**src/rtl/mem_bridge_pkg.sv**
```systemverilog
// ============================================================================
// mem_bridge_pkg : shared types and helpers for the MEM-stage data-bus bridge
// Revision 1.0 : initial release
// ============================================================================
`default_nettype none

package mem_bridge_pkg;

  localparam int MB_TIMEOUT_DEFAULT = 255;

  typedef enum logic [1:0] {
    IDLE = 2'd0,
    REQ  = 2'd1,
    WAIT = 2'd2,
    DONE = 2'd3
  } mb_state_t;

  // Byte, aligned halfword or full word only
  function automatic logic strb_legal(input logic [3:0] strb);
    case (strb)
      4'b0000, 4'b0001, 4'b0010, 4'b0100, 4'b1000,
      4'b0011, 4'b1100, 4'b1111: return 1'b1;
      default:                   return 1'b0;
    endcase
  endfunction

endpackage

`default_nettype wire

```
**src/rtl/mem_bridge.sv**
```systemverilog
// ============================================================================
// mem_bridge : MIPS MEM-stage access to valid/ready data bus, stalls the core
// Revision 1.0 : initial release
// ============================================================================
`default_nettype none

module mem_bridge
  import mem_bridge_pkg::*;
#(
  parameter int TIMEOUT = MB_TIMEOUT_DEFAULT
) (
  input  logic        clk,
  input  logic        rst,
  input  logic        cpu_req,
  input  logic [3:0]  cpu_we,
  input  logic [31:0] cpu_addr,
  input  logic [31:0] cpu_wdata,
  output logic [31:0] cpu_rdata,
  output logic        cpu_stall,
  output logic        cpu_err,
  output logic        bus_valid,
  input  logic        bus_ready,
  output logic [31:0] bus_addr,
  output logic [3:0]  bus_wstrb,
  output logic [31:0] bus_wdata,
  input  logic        bus_rvalid,
  input  logic [31:0] bus_rdata
);

  localparam logic [7:0] TIMEOUT_LAST = 8'(TIMEOUT - 1);

  mb_state_t   state_q, state_d;
  logic        bus_valid_q, bus_valid_d;
  logic [31:0] bus_addr_q, bus_addr_d;
  logic [3:0]  bus_wstrb_q, bus_wstrb_d;
  logic [31:0] bus_wdata_q, bus_wdata_d;
  logic [31:0] rdata_q, rdata_d;
  logic        err_q, err_d;
  logic [7:0]  cnt_q, cnt_d;

  logic        unused_addr_lsb;
  assign unused_addr_lsb = ^cpu_addr[1:0];

  always_comb begin
    state_d     = state_q;
    bus_valid_d = bus_valid_q;
    bus_addr_d  = bus_addr_q;
    bus_wstrb_d = bus_wstrb_q;
    bus_wdata_d = bus_wdata_q;
    rdata_d     = rdata_q;
    err_d       = err_q;
    cnt_d       = cnt_q;
    case (state_q)
      IDLE: begin
        err_d = 1'b0;
        if (cpu_req) begin
          if (strb_legal(cpu_we)) begin
            bus_addr_d  = {cpu_addr[31:2], 2'b00};
            bus_wstrb_d = cpu_we;
            bus_wdata_d = cpu_wdata;
            bus_valid_d = 1'b1;
            state_d     = REQ;
          end else begin
            err_d   = 1'b1;
            state_d = DONE;
          end
        end
      end
      REQ: begin
        err_d = 1'b0;
        if (bus_ready) begin
          bus_valid_d = 1'b0;
          // Writes are posted: no response phase
          if (|bus_wstrb_q) begin
            state_d = DONE;
          end else begin
            cnt_d   = 8'd0;
            state_d = WAIT;
          end
        end
      end
      WAIT: begin
        cnt_d = cnt_q + 8'd1;
        // A response arriving in the timeout cycle still wins
        if (bus_rvalid) begin
          rdata_d = bus_rdata;
          err_d   = 1'b0;
          state_d = DONE;
        end else if (cnt_q == TIMEOUT_LAST) begin
          rdata_d = 32'd0;
          err_d   = 1'b1;
          state_d = DONE;
        end
      end
      DONE: begin
        err_d   = 1'b0;
        state_d = IDLE;
      end
      default: state_d = IDLE;
    endcase
  end

  always_ff @(posedge clk or negedge rst) begin
    if (!rst) begin
      state_q     <= IDLE;
      bus_valid_q <= 1'b0;
      bus_addr_q  <= 32'd0;
      bus_wstrb_q <= 4'd0;
      bus_wdata_q <= 32'd0;
      rdata_q     <= 32'd0;
      err_q       <= 1'b0;
      cnt_q       <= 8'd0;
    end else begin
      state_q     <= state_d;
      bus_valid_q <= bus_valid_d;
      bus_addr_q  <= bus_addr_d;
      bus_wstrb_q <= bus_wstrb_d;
      bus_wdata_q <= bus_wdata_d;
      rdata_q     <= rdata_d;
      err_q       <= err_d;
      cnt_q       <= cnt_d;
    end
  end

  assign cpu_stall = cpu_req & (state_q != DONE);
  assign cpu_rdata = rdata_q;
  assign cpu_err   = err_q;
  assign bus_valid = bus_valid_q;
  assign bus_addr  = bus_addr_q;
  assign bus_wstrb = bus_wstrb_q;
  assign bus_wdata = bus_wdata_q;

endmodule

`default_nettype wire

```
**config.mk**
```make
export PLATFORM = sky130hd
export DESIGN_NAME = mem_bridge
export DESIGN_NICKNAME = d
export VERILOG_FILES = /design/src/rtl/mem_bridge_pkg.sv /design/src/rtl/mem_bridge.sv
export SDC_FILE = /design/constraint.sdc
export NUM_CORES = 1
export LEC_CHECK = 0
export BUFFER_PORTS_ARGS = -buffer_cell sky130_fd_sc_hd__buf_2
export CAP_MARGIN = 10
export CORE_ASPECT_RATIO = 2
export CORE_MARGIN = 2
export CORE_UTILIZATION = 47
export CTS_CLUSTER_SIZE = 8
export DETAILED_ROUTE_END_ITERATION = 16
export GPL_TIMING_DRIVEN = 1
export PLACE_DENSITY = 0.78
export REMOVE_ABC_BUFFERS = 1
export SYNTH_ARGS = -nofsm -noshare
export SYNTH_HDL_FRONTEND = slang
export SYNTH_SLANG_ARGS = --single-unit
export TNS_END_PERCENT = 100
```
**constraint.sdc**
```tcl
create_clock -name clk -period 2.2 [get_ports clk]
set_input_delay 0.22 -clock clk [delete_from_list [all_inputs] [get_ports clk]]
set_output_delay 0.22 -clock clk [all_outputs]
set_load 0.01 [all_outputs]
```
# Word-level counts from Yosys, hierarchy flattened
# Memories as Yosys holds them, arrays and structs flattened.
# Cells that the tools add are included.
# totals
register_bits	110
mem_bits_ro	16
inputBits	105
out_inout_bits	103
elab_cells	55
mem_count	1
# op_classes
addsub	1
eq_ne	10
muxes	23
n_bitwise	1
n_reduce_logical	11
# mem_list
memory	words	word_bits	read_ports	rd_clocked_by_memory_dff	write_ports	line_no	rtl
(no name shown)	16	1	1	0	0	mem_bridge_pkg.sv:20	case (strb)
# ops
op	count
$mux W32	2
$mux W8	2
$pmux W8 S2	1
$mux W1	10
$mux W2	5
$ne A2 B2 Y1 const B	5
$reduce_and A3 Y1	3
$add A8 B1 Y8 const B	1
$eq A8 B8 Y1 const B	1
$pmux W2 S4	1
$reduce_bool A2 Y1	3
$eq A2 B2 Y1 const B	2
$reduce_and A4 Y1	1
$reduce_or A4 Y1	1
$ne A3 B3 Y1 const B	1
$pmux W1 S3	1
$eq A2 B1 Y1 const B	1
$logic_not A2 Y1	1
$pmux W1 S2	1
$reduce_and A2 Y1	1
$reduce_or A2 Y1	1
$and A1 B1 Y1	1

# Logic depth before layout (Yosys ltp)
# Gate-level depths: netlist (run 1).
# An unclocked memory read counts as a cell.
# logic_depth
depth_word	6
mapped_depth	8
mapped_depth_nobuf	6

# Worst setup path before layout (run 1)
# OpenSTA, ideal clock, no wires.
# synth_path
path_kind	register to register
start	reg state_q[1]
end	reg cnt_q[7]
setup_ps	138
arrival_time_ps	1610
t_required_ps	2062
path_slack_ps	451
path_stages_with_launch	7
n_path_buf	1
synth_period_minus_slack_ps	1749
cell_sequence	dfrtp_1 > inv_1 > ha_1 > mux2_2 > nand2_2 > clkbuf_1 > o211ai_1
# synth_via
elab_chain_cells	3
word_cells_on_any_way	7
cone_classes	4 x eq/ne; 1 x mux; 2 x reduce/logical
# synth_rtl
item	line_no	rtl
start: declaration	mem_bridge.sv:32	mb_state_t state_q, state_d;
start signal: assignment	mem_bridge.sv:114	state_q <= state_d;
$eq A2 B1 Y1 or $eq A2 B2 Y1 (tied branches)	mem_bridge.sv:53	case (state_q)
$ne A2 B2 Y1 (no line) or $reduce_bool A2 Y1 (tied branches)	--	
$reduce_and A3 Y1 (no line)	--	
end signal: assignment	mem_bridge.sv:121	cnt_q <= cnt_d;
end: declaration	mem_bridge.sv:39	logic [7:0] cnt_q, cnt_d;
# Parallel ways exist; a longest one is shown, timed or not.
# A chain may end at the register's enable or synchronous reset.

# Final worst setup path (run 1)
# layout_path
start	reg state_q[1]
end	reg cnt_q[2]
# Same word-level chain as after synthesis.

==> reports/metrics.csv, run 1 <==
metric,value,unit
status,finished clean,
worstHoldPathType,in2reg,
min_period,1920,ps
path_clk_slew,80,ps
cts_root_buf,clkbuf_16,
comb_power_share,40.3,%
hold_viol_final,0,
p_leak,3.22,nW
remaining_drc_errors,0,
ys_types,42,
ir_drop,831,uV
drt_iter0_markers,107,
clock_sinks,110,
p_sw_share,35.2,%
dpl.hpwl,8130,um
rsz0062_at_grt,false,
setup_viol,0,
avgSynthCellArea,14.8,um2
synthCells,311,
fmax,0.520,GHz
top_level_ports,208,
synth_commonest_cells,"dfrtp_1 (110), mux2_4 (36), a22o_1 (33)",
synth_top_area_cell,dfrtp_1,
synth-seq-area-share,59.6,%
wl_per_cell,16.5,um
cts_made_buffers,9,
initial_utilization,47.9,%
path_max_fanout,9,
power.density,1420,nW/um2
finClkSkew,7.69,ps
antenna_found_initial,0,
die_h,144,um
crit_required,2430,ps
dp.cells,636,
cts_tree,yes,
max_cap_violations,0,
crit_path_end_kind,register,
path_cells,inv_1 > ha_1 > mux2_2 > nand2_2 > buf_4 > nor4_1 > a211o_1,
synthToLayoutAreaGrowth,31.9,%
clk_latency,340,ps
yosys.area.top_type_share,59.6,%
ant_nets,0,
coreArea,9640,um2
yosys_warnings,0,
gp_congestion,0.871,
rows,51,
synth_async_sr_flop_share,100,%
synthMostInstantiatedCell,dfrtp_1,
p_seq_share,41.4,%
grt_usage,19.9,%
grt_pass1_vias,3215,
worstSetupStartpointType,register,
path_class,reg2reg,
tns,0,ps
p_sw,3.04,mW
ys.flop_type,dfrtp_1,
grt_max_degree,56,
critical_path.n_buffers_inverters,2,
hp-start,bus_rdata[3],
critPathArrivalTime,2150,ps
grt_first_pass_wirelength,16000,um
max_stage_delay,410,ps
die_area,10700,um2
die_x,74.1,um
crit_start,state_q[1]$_DFFE_PN0P_,
synth_area,4620,um2
ys_ff_latch,110,
viasPerCell,5.12,
cts_max_path_buffers,2,
layout-drive-gt1-share,52.0,%
drt_wl_total,10800,um
cp_top_family,flip-flops,
critPathSlowestCell,dfrtp_1,
synth-edff-count,0,
overflow,0,
synth.top_cells.by_area,"dfrtp_1 (60%), mux2_4 (12%), mux2_1 (7.6%), a22o_1 (6.3%), ha_1 (2.2%)",
min_period_over_period,87.4,%
drv_slew,0,
io_buffers,203,
finalNonFillerCells,654,
vias,3347,
r2r_start,state_q[1]$_DFFE_PN0P_,
internal-power,5.60,mW
first_pass_iters,4,
clock_power_share,18.3,%
finalPower,8.65,mW
fin_nets,629,
cts_max_level,3,
post_cts_buffers,0,
-- layout by cell type (no fill, tap or decap), types with 3 or more instances in the layout --
master     synthesis  final
nand3_1            9      9
ha_1               8      7
nor2_1             4      4
nand2_1            9      9
mux2_1            31     31
inv_1             11     11
dfrtp_1          110    110
or4_1              4      4
clkbuf_16          0      9
mux2_4            36     36
a21oi_1            4      4
buf_2              4    202
buf_4              2      6
nand2b_1           3      3
a22o_1            33     33
-- power groups by stage --
| stage | logic (mW) | registers, mW | clock network, mW |
|---|---|---|---|
| 2_1_floorplan | 1.60 | 3.98 | 0 |
| 3_3_place_gp | 3.40 | 3.54 | 0 |
| 3_5_place_dp | 3.52 | 3.59 | 0 |
| 4_1_cts | 3.53 | 3.58 | 1.62 |
| 5_1_grt | 3.80 | 3.72 | 1.72 |
| 6_report | 3.48 | 3.58 | 1.58 |
-- per-layer routing --
| metal | up-vias | GRT usage [%] | part of all wire [%] |
|---|---|---|---|
| met1 | 1648 | 22.7 | 36 |
| met5 | - | 0 | 0 |
| met4 | 0 | 8.61 | 2.8 |
| met3 | 20 | 4.60 | 6.5 |
| li1 | 1536 | - | - |
| met2 | 143 | 34.8 | 55 |
-- state kept, by name, indices dropped and copies added, names as in the netlist --
name,count
bus_valid,1
bus_addr,30
cnt_q,8
bus_wdata,32
cpu_rdata,32
state_q,2
bus_wstrb,4
cpu_err,1
-- worst paths after layout --
| check | to | slack [ps] | cells past startpoint |
|---|---|---|---|
| worst max-delay path | cnt_q[2]$_DFFE_PN0P_ | 280 | 7 |
| worst min-delay path | cpu_rdata[3]$_DFFE_PN0P_ | 80 | 2 |
| worst max register to register | cnt_q[2]$_DFFE_PN0P_ | 280 | 7 |
| worst min register to register | bus_wdata[2]$_DFFE_PN0P_ | 490 | 1 |
| max in group asynchronous | bus_addr[18]$_DFFE_PN0P_ | 1180 | 3 |
| min in group asynchronous | bus_addr[24]$_DFFE_PN0P_ | 330 | 2 |
-- layout make-up --
| type | count | area [um2] |
|---|---|---|
| Clock buffer | 9 | 225 |
| Inverter | 11 | 41.3 |
| Clock inverter | 7 | 75.1 |
| Multi-Input combinational cell | 173 | 1720 |
| Tap cell | 132 | 165 |
| Antenna cell | 1 | 2.50 |
| Sequential cell | 110 | 2750 |
| Timing Repair Buffer | 211 | 1110 |
| Fill cell | 721 | 3550 |
-- repair_timing --
| item | 4_1_cts | 5_1_grt |
|---|---|---|
| gates resized for setup | 0 | 1 |
| hold buffers | 1 | 0 |
| setup endpoints to repair | 0 | 1 |
| endpoints found under the hold margin | 26 | 0 |
-- cells by family (layout without fill, tap and decap cells) --
kind of cell,after synthesis,count (layout),share of synthesized area [%]
adder cells (fa/ha/maj),8,8,2.17
multiplexers,68,68,19.5
flip-flops,110,110,59.6
AO/OA/AOI/OAI,54,54,10.2
AND/OR/NAND/NOR,41,41,4.96
buffers and inverters,29,238,3.44
other,1,3,0.0812
-- metrics by stage --
stage | hold WS [ps] | area, um2 | setup slack [ps] | util (%)
floorplan | -75.6 | 4500 | -775 | -
global placement | 152 | 5770 | 254 | 59.9
detailed placement | 162 | 5770 | 175 | 59.9
CTS | 73.1 | 6080 | 151 | 63.1
global route | 69.3 | 6090 | 174 | 63.2
finish | 83.5 | 6090 | 277 | 63.2
-- worst register-to-register path, stage by stage (launching register included) --
cell and delay [ps]:
dfrtp_1 410, inv_1 120, ha_1 300, mux2_2 400, nand2_2 130, buf_4 180
nor4_1 50, a211o_1 220
Power figures use the tool's default switching activity.
==> inputs of run 2 (changes only) <==
Settings changed: REMOVE_ABC_BUFFERS 1 to default.
==> run 2 against run 1 <==
  * Sequential share of layout area up 0.10 points
  * Highest routed layer unchanged
  * Total power shrank 1.1%
  * Worst setup slack worse by 100 ps
  * Via count is 0.18% lower
==> reports/metrics.csv, run 2 (synthesized netlist as in run 1, its figures left out) <==
metric,value,unit,change
path_class,reg2reg,,unchanged
initial_utilization,47.9,%,unchanged
power.density,1410,nW/um2,was 1420 nW/um2
layout-drive-gt1-share,51.5,%,was 52.0%
p_sw,2.97,mW,was 3.04 mW
max_stage_delay,530,ps,was 410 ps
grt_pass1_vias,3359,,was 3215
fmax,0.493,GHz,was 0.520 GHz
critPathSlowestCell,or4_1,,was dfrtp_1
hp-start,bus_rdata[29],,was bus_rdata[3]
path_clk_slew,80,ps,about the same
whs_path_depth,2,,unchanged
p_seq_share,41.6,%,was 41.4%
hold_viol_final,0,,unchanged
dp_slack,194,ps,was 175 ps
fillers,716,,was 721
worstHoldPathType,in2reg,,unchanged
max_cap_violations,0,,unchanged
path_max_fanout,14,,was 9
p_leak,3.21,nW,was 3.22 nW
layout_common_cells,"buf_2 (202), dfrtp_1 (110), mux2_4 (36)",,unchanged
cts_max_path_buffers,2,,unchanged
final_common_cell,buf_2,,unchanged
status,finished clean,,unchanged
drv_slew,0,,unchanged
die_area,10700,um2,unchanged
worstRegToRegCells,6,,was 7
rows,51,,unchanged
wl_per_cell,16.2,um,was 16.5 um
comb_power_share,40.7,%,was 40.3%
viasPerCell,5.12,,about the same
synthToLayoutAreaGrowth,31.6,%,was 31.9%
die_x,74.1,um,unchanged
cts_made_buffers,9,,unchanged
crit_required,2470,ps,was 2430 ps
coreArea,9640,um2,unchanged
ir_drop,640,uV,was 831 uV
path_cells,inv_1 > ha_1 > mux2_2 > nand2_2 > or4_1 > nand3_1,,was inv_1 > ha_1 > mux2_2 > nand2_2 > buf_4 > nor4_1 > a211o_1
r2r_start,state_q[0]$_DFFE_PN0P_,,was state_q[1]$_DFFE_PN0P_
first_pass_iters,4,,unchanged
dpl-instance-area,5780,um2,was 5770 um2
io_buffers,203,,unchanged
critPathArrivalTime,2300,ps,was 2150 ps
internal-power,5.57,mW,was 5.60 mW
dpl.hpwl,8050,um,was 8130 um
grt_first_pass_wirelength,15700,um,was 16000 um
cts_max_level,3,,unchanged
hold_end,cpu_rdata[29]$_DFFE_PN0P_,,was cpu_rdata[3]$_DFFE_PN0P_
cts.repair.resized,0,,unchanged
worstReg2RegEnd,cnt_q[4]$_DFFE_PN0P_,,was cnt_q[2]$_DFFE_PN0P_
finalPower,8.55,mW,was 8.65 mW
crit_path_end_kind,register,,unchanged
r2r_slack,170,ps,was 280 ps
p_sw_share,34.8,%,was 35.2%
finClkSkew,14.0,ps,was 7.69 ps
min_period_over_period,92.2,%,was 87.4%
worst_slack,172,ps,was 277 ps
clock_power_share,17.8,%,was 18.3%
die_h,144,um,unchanged
tns,0,ps,unchanged
grt_usage,19.4,%,was 19.9%
antenna_found_initial,1,,was 0
clk_latency,340,ps,about the same
drt_wl_total,10600,um,was 10800 um
rsz0062_at_grt,false,,unchanged
fin_nets,628,,was 629
grt_max_degree,67,,was 56
design_area,6080,um2,was 6090 um2
gp_congestion,0.817,,was 0.871
setup_viol,0,,unchanged
worstSetupStartpointType,register,,unchanged
drt_iter0_markers,155,,was 107
crit_start,state_q[0]$_DFFE_PN0P_,,was state_q[1]$_DFFE_PN0P_
cts_tree,yes,,unchanged
top_level_ports,208,,unchanged
remaining_drc_errors,0,,unchanged
clock_sinks,110,,unchanged
vias,3341,,was 3347
ant_nets,0,,unchanged
cts_root_buf,clkbuf_16,,unchanged
overflow,0,,unchanged
min_period,2030,ps,was 1920 ps
[run 2: critical path: cells and delay by family (launching register included)]
family	cells	cell delay, ps
AND/OR/NAND/NOR	3	780
flip-flops	1	440
adder cells (fa/ha/maj)	1	350
multiplexers	1	260
buffers and inverters	1	130
[run 2: worst max path at each step]
stage	to	slack, ps
6_report	cnt_q[4]$_DFFE_PN0P_	170
5_1_grt	cnt_q[4]$_DFFE_PN0P_	40
4_1_cts	cnt_q[4]$_DFFE_PN0P_	190
3_5_place_dp	cnt_q[4]$_DFFE_PN0P_	190
3_3_place_gp	cnt_q[5]$_DFFE_PN0P_	250
2_1_floorplan	cnt_q[7]$_DFFE_PN0P_	450
[run 2: power groups by stage]
stage / Clock (mW) / Sequential, mW / Combinational, mW
after floorplan: 0 / 3.99 / 1.64
after global placement: 0 / 3.52 / 3.41
after detailed placement: 0 / 3.59 / 3.50
after CTS: 1.56 / 3.55 / 3.52
after global routing: 1.64 / 3.68 / 3.77
final: 1.52 / 3.55 / 3.47
[run 2: what timing repair did]
item | CTS | global route
hold buffers | 1 | 0
setup buffers | 0 | 0
endpoints found under the hold margin | 35 | 0
[run 2: through the flow]
stage | hold WS [ps] | std cells | util, %
after global placement | 209 | 635 | 60.0
after CTS | 80.6 | 652 | 63.0
after floorplan | -75.6 | 312 | -
after detailed placement | 227 | 635 | 60.0
final | 88.4 | 653 | 63.1
after global routing | 83.0 | 653 | 63.1
[run 2: final cells by class]
| class | count | area (um2) | share of cell area, % |
|---|---|---|---|
| diodes | 1 | 2.50 | 0.0412 |
| inverters | 11 | 41.3 | 0.680 |
| clock buffers | 10 | 229 | 3.77 |
| multi-input cells | 173 | 1720 | 28.3 |
| flip-flops and latches | 110 | 2750 | 45.3 |
| repair buffers | 210 | 1110 | 18.3 |
| well taps | 132 | 165 | 2.72 |
| clock inverters | 6 | 55.1 | 0.906 |
[run 2: routing by layer]
metal / up-vias / track usage [%] / part of all wire (%)
met5: - / 0 / 0
met3: 35 / 3.97 / 5.4
met1: 1630 / 21.5 / 36
met2: 143 / 33.6 / 54
li1: 1533 / - / -
met4: 0 / 11.1 / 4.7
==> inputs of run 3 (changes only) <==
Settings changed: CORE_ASPECT_RATIO 2 to default, GPL_ROUTABILITY_DRIVEN from default to 0.
==> run 3 against run 2 <==
  * Sequential power hardly changed
  * Clock power fell by 29%
  * Critical path type unchanged
  * Utilization down 1.1 points
==> reports/metrics.csv, run 3 (synthesized netlist as in run 1, its figures left out) <==
metric,value,unit,change
grt_usage,17.9,%,was 19.4%
cts_max_level,3,,unchanged
first_pass_iters,4,,unchanged
cts_tree,yes,,unchanged
finClkSkew,10.9,ps,was 14.0 ps
viasPerCell,4.98,,was 5.12
cts.repair.resized,0,,unchanged
wl_met2,4900,um,was 5650 um
vias,3268,,was 3341
final_common_cell,buf_2,,unchanged
r2r_slack,320,ps,was 170 ps
path_max_fanout,10,,was 14
min_period_over_period,85.4,%,was 92.2%
die_area,10600,um2,was 10700 um2
remaining_drc_errors,0,,unchanged
setup_viol,0,,unchanged
clock_sinks,110,,unchanged
die_x,103,um,was 74.1 um
synthToLayoutAreaGrowth,29.5,%,was 31.6%
worstSetupStartpointType,register,,unchanged
drt_iter0_markers,85,,was 155
coreArea,9640,um2,about the same
power.density,1350,nW/um2,was 1410 nW/um2
die_h,103,um,was 144 um
crit_required,2490,ps,was 2470 ps
ir_drop,600,uV,was 640 uV
slew_headroom,66.2,%,
hold-worst-slack,67.9,ps,was 88.4 ps
cts_max_path_buffers,2,,unchanged
grt_max_degree,52,,was 67
layout-drive-gt1-share,51.6,%,was 51.5%
initial_utilization,47.9,%,about the same
clk_latency,360,ps,was 340 ps
critPathArrivalTime,2170,ps,was 2300 ps
num_antenna_cells,0,,was 1
fillers,769,,was 716
min_period,1880,ps,was 2030 ps
hold_viol_final,0,,unchanged
utilization,62.0,%,was 63.1%
p_leak,3.17,nW,was 3.21 nW
met1_length,4130,um,was 3850 um
path_clk_slew,100,ps,was 80 ps
cts_made_buffers,9,,unchanged
crit_path_end_kind,register,,unchanged
worstMarginPinSlew,507,ps,
status,finished clean,,unchanged
antenna_found_initial,0,,was 1
fin_nets,631,,was 628
fmax,0.532,GHz,was 0.493 GHz
max_cap_violations,0,,unchanged
post_cts_hold_buffer_count,1,,unchanged
tns,0,ps,unchanged
cts_root_buf,clkbuf_8,,was clkbuf_16
drt_wl_total,9880,um,was 10600 um
met3WireLength,738,um,was 568 um
layout_common_cells,"buf_2 (202), dfrtp_1 (110), mux2_4 (36)",,unchanged
io_buffers,203,,unchanged
overflow,0,,unchanged
dpl.hpwl,7460,um,was 8050 um
rows,36,,was 51
grt_first_pass_wirelength,15000,um,was 15700 um
top_layer_used,met4,,unchanged
grt_pass1_vias,3263,,was 3359
ant_nets,0,,unchanged
wl_per_cell,15.1,um,was 16.2 um
drv_slew,0,,unchanged
path_class,reg2reg,,unchanged
worstHoldPathType,in2reg,,unchanged
post_cts_buffers,0,,unchanged
rsz0062_at_grt,false,,unchanged
top_level_ports,208,,unchanged
[run 3: final timing paths]
path / startpoint / endpoint / cells past startpoint
hold / removal: bus_rdata[24] / cpu_rdata[24]$_DFFE_PN0P_ / 2
setup / recovery: state_q[0]$_DFFE_PN0P_ / cnt_q[3]$_DFFE_PN0P_ / 6
max in group asynchronous: rst / bus_wdata[31]$_DFFE_PN0P_ / 3
hold reg to reg: bus_wdata[7]$_DFFE_PN0P_ / bus_wdata[7]$_DFFE_PN0P_ / 1
setup reg to reg: state_q[0]$_DFFE_PN0P_ / cnt_q[3]$_DFFE_PN0P_ / 6
min in group asynchronous: rst / cpu_err$_DFFE_PN0P_ / 2
[run 3: report_power, final]
part           total (mW)  internal [mW]  leakage [nW]  switching [mW]
logic                3.46           1.82          1.73            1.63
clock network        1.08          0.449        0.0870           0.636
registers            3.54           2.98          1.35           0.560
total                8.08           5.25          3.17            2.83
[run 3: worst max-delay path, cell delays in order, from the launching register on]
cell and delay, ps:
dfrtp_1 440, inv_1 130, ha_1 290, mux2_2 230, nand2_2 130, or4_1 510, nand3_1 100
[run 3: layout make-up]
cell class              count  area [um2]  share of cell area, %
repair buffers            213        1120                   18.8
clock inverters             4        30.0                  0.503
well taps                 133         166                   2.78
inverters                  11        41.3                  0.691
clock buffers              12         145                   2.43
multi-input cells         173        1720                   28.8
flip-flops and latches    110        2750                   46.1
[run 3: through the flow]
stage               instance area, um2  setup WS, ps  power [mW]  std cells
floorplan                         4620           451        5.63        312
global route                      5980           183        8.65        656
CTS                               5980           327        8.19        656
detailed placement                5790           300        7.07        639
global placement                  5790           346        6.91        639
finish                            5980           321        8.08        656
[run 3: layer usage]
metal	up-vias	track usage, %
met5	-	0
met4	0	5.87
met3	13	4.14
met2	131	30.5
met1	1587	22.6
li1	1537	-
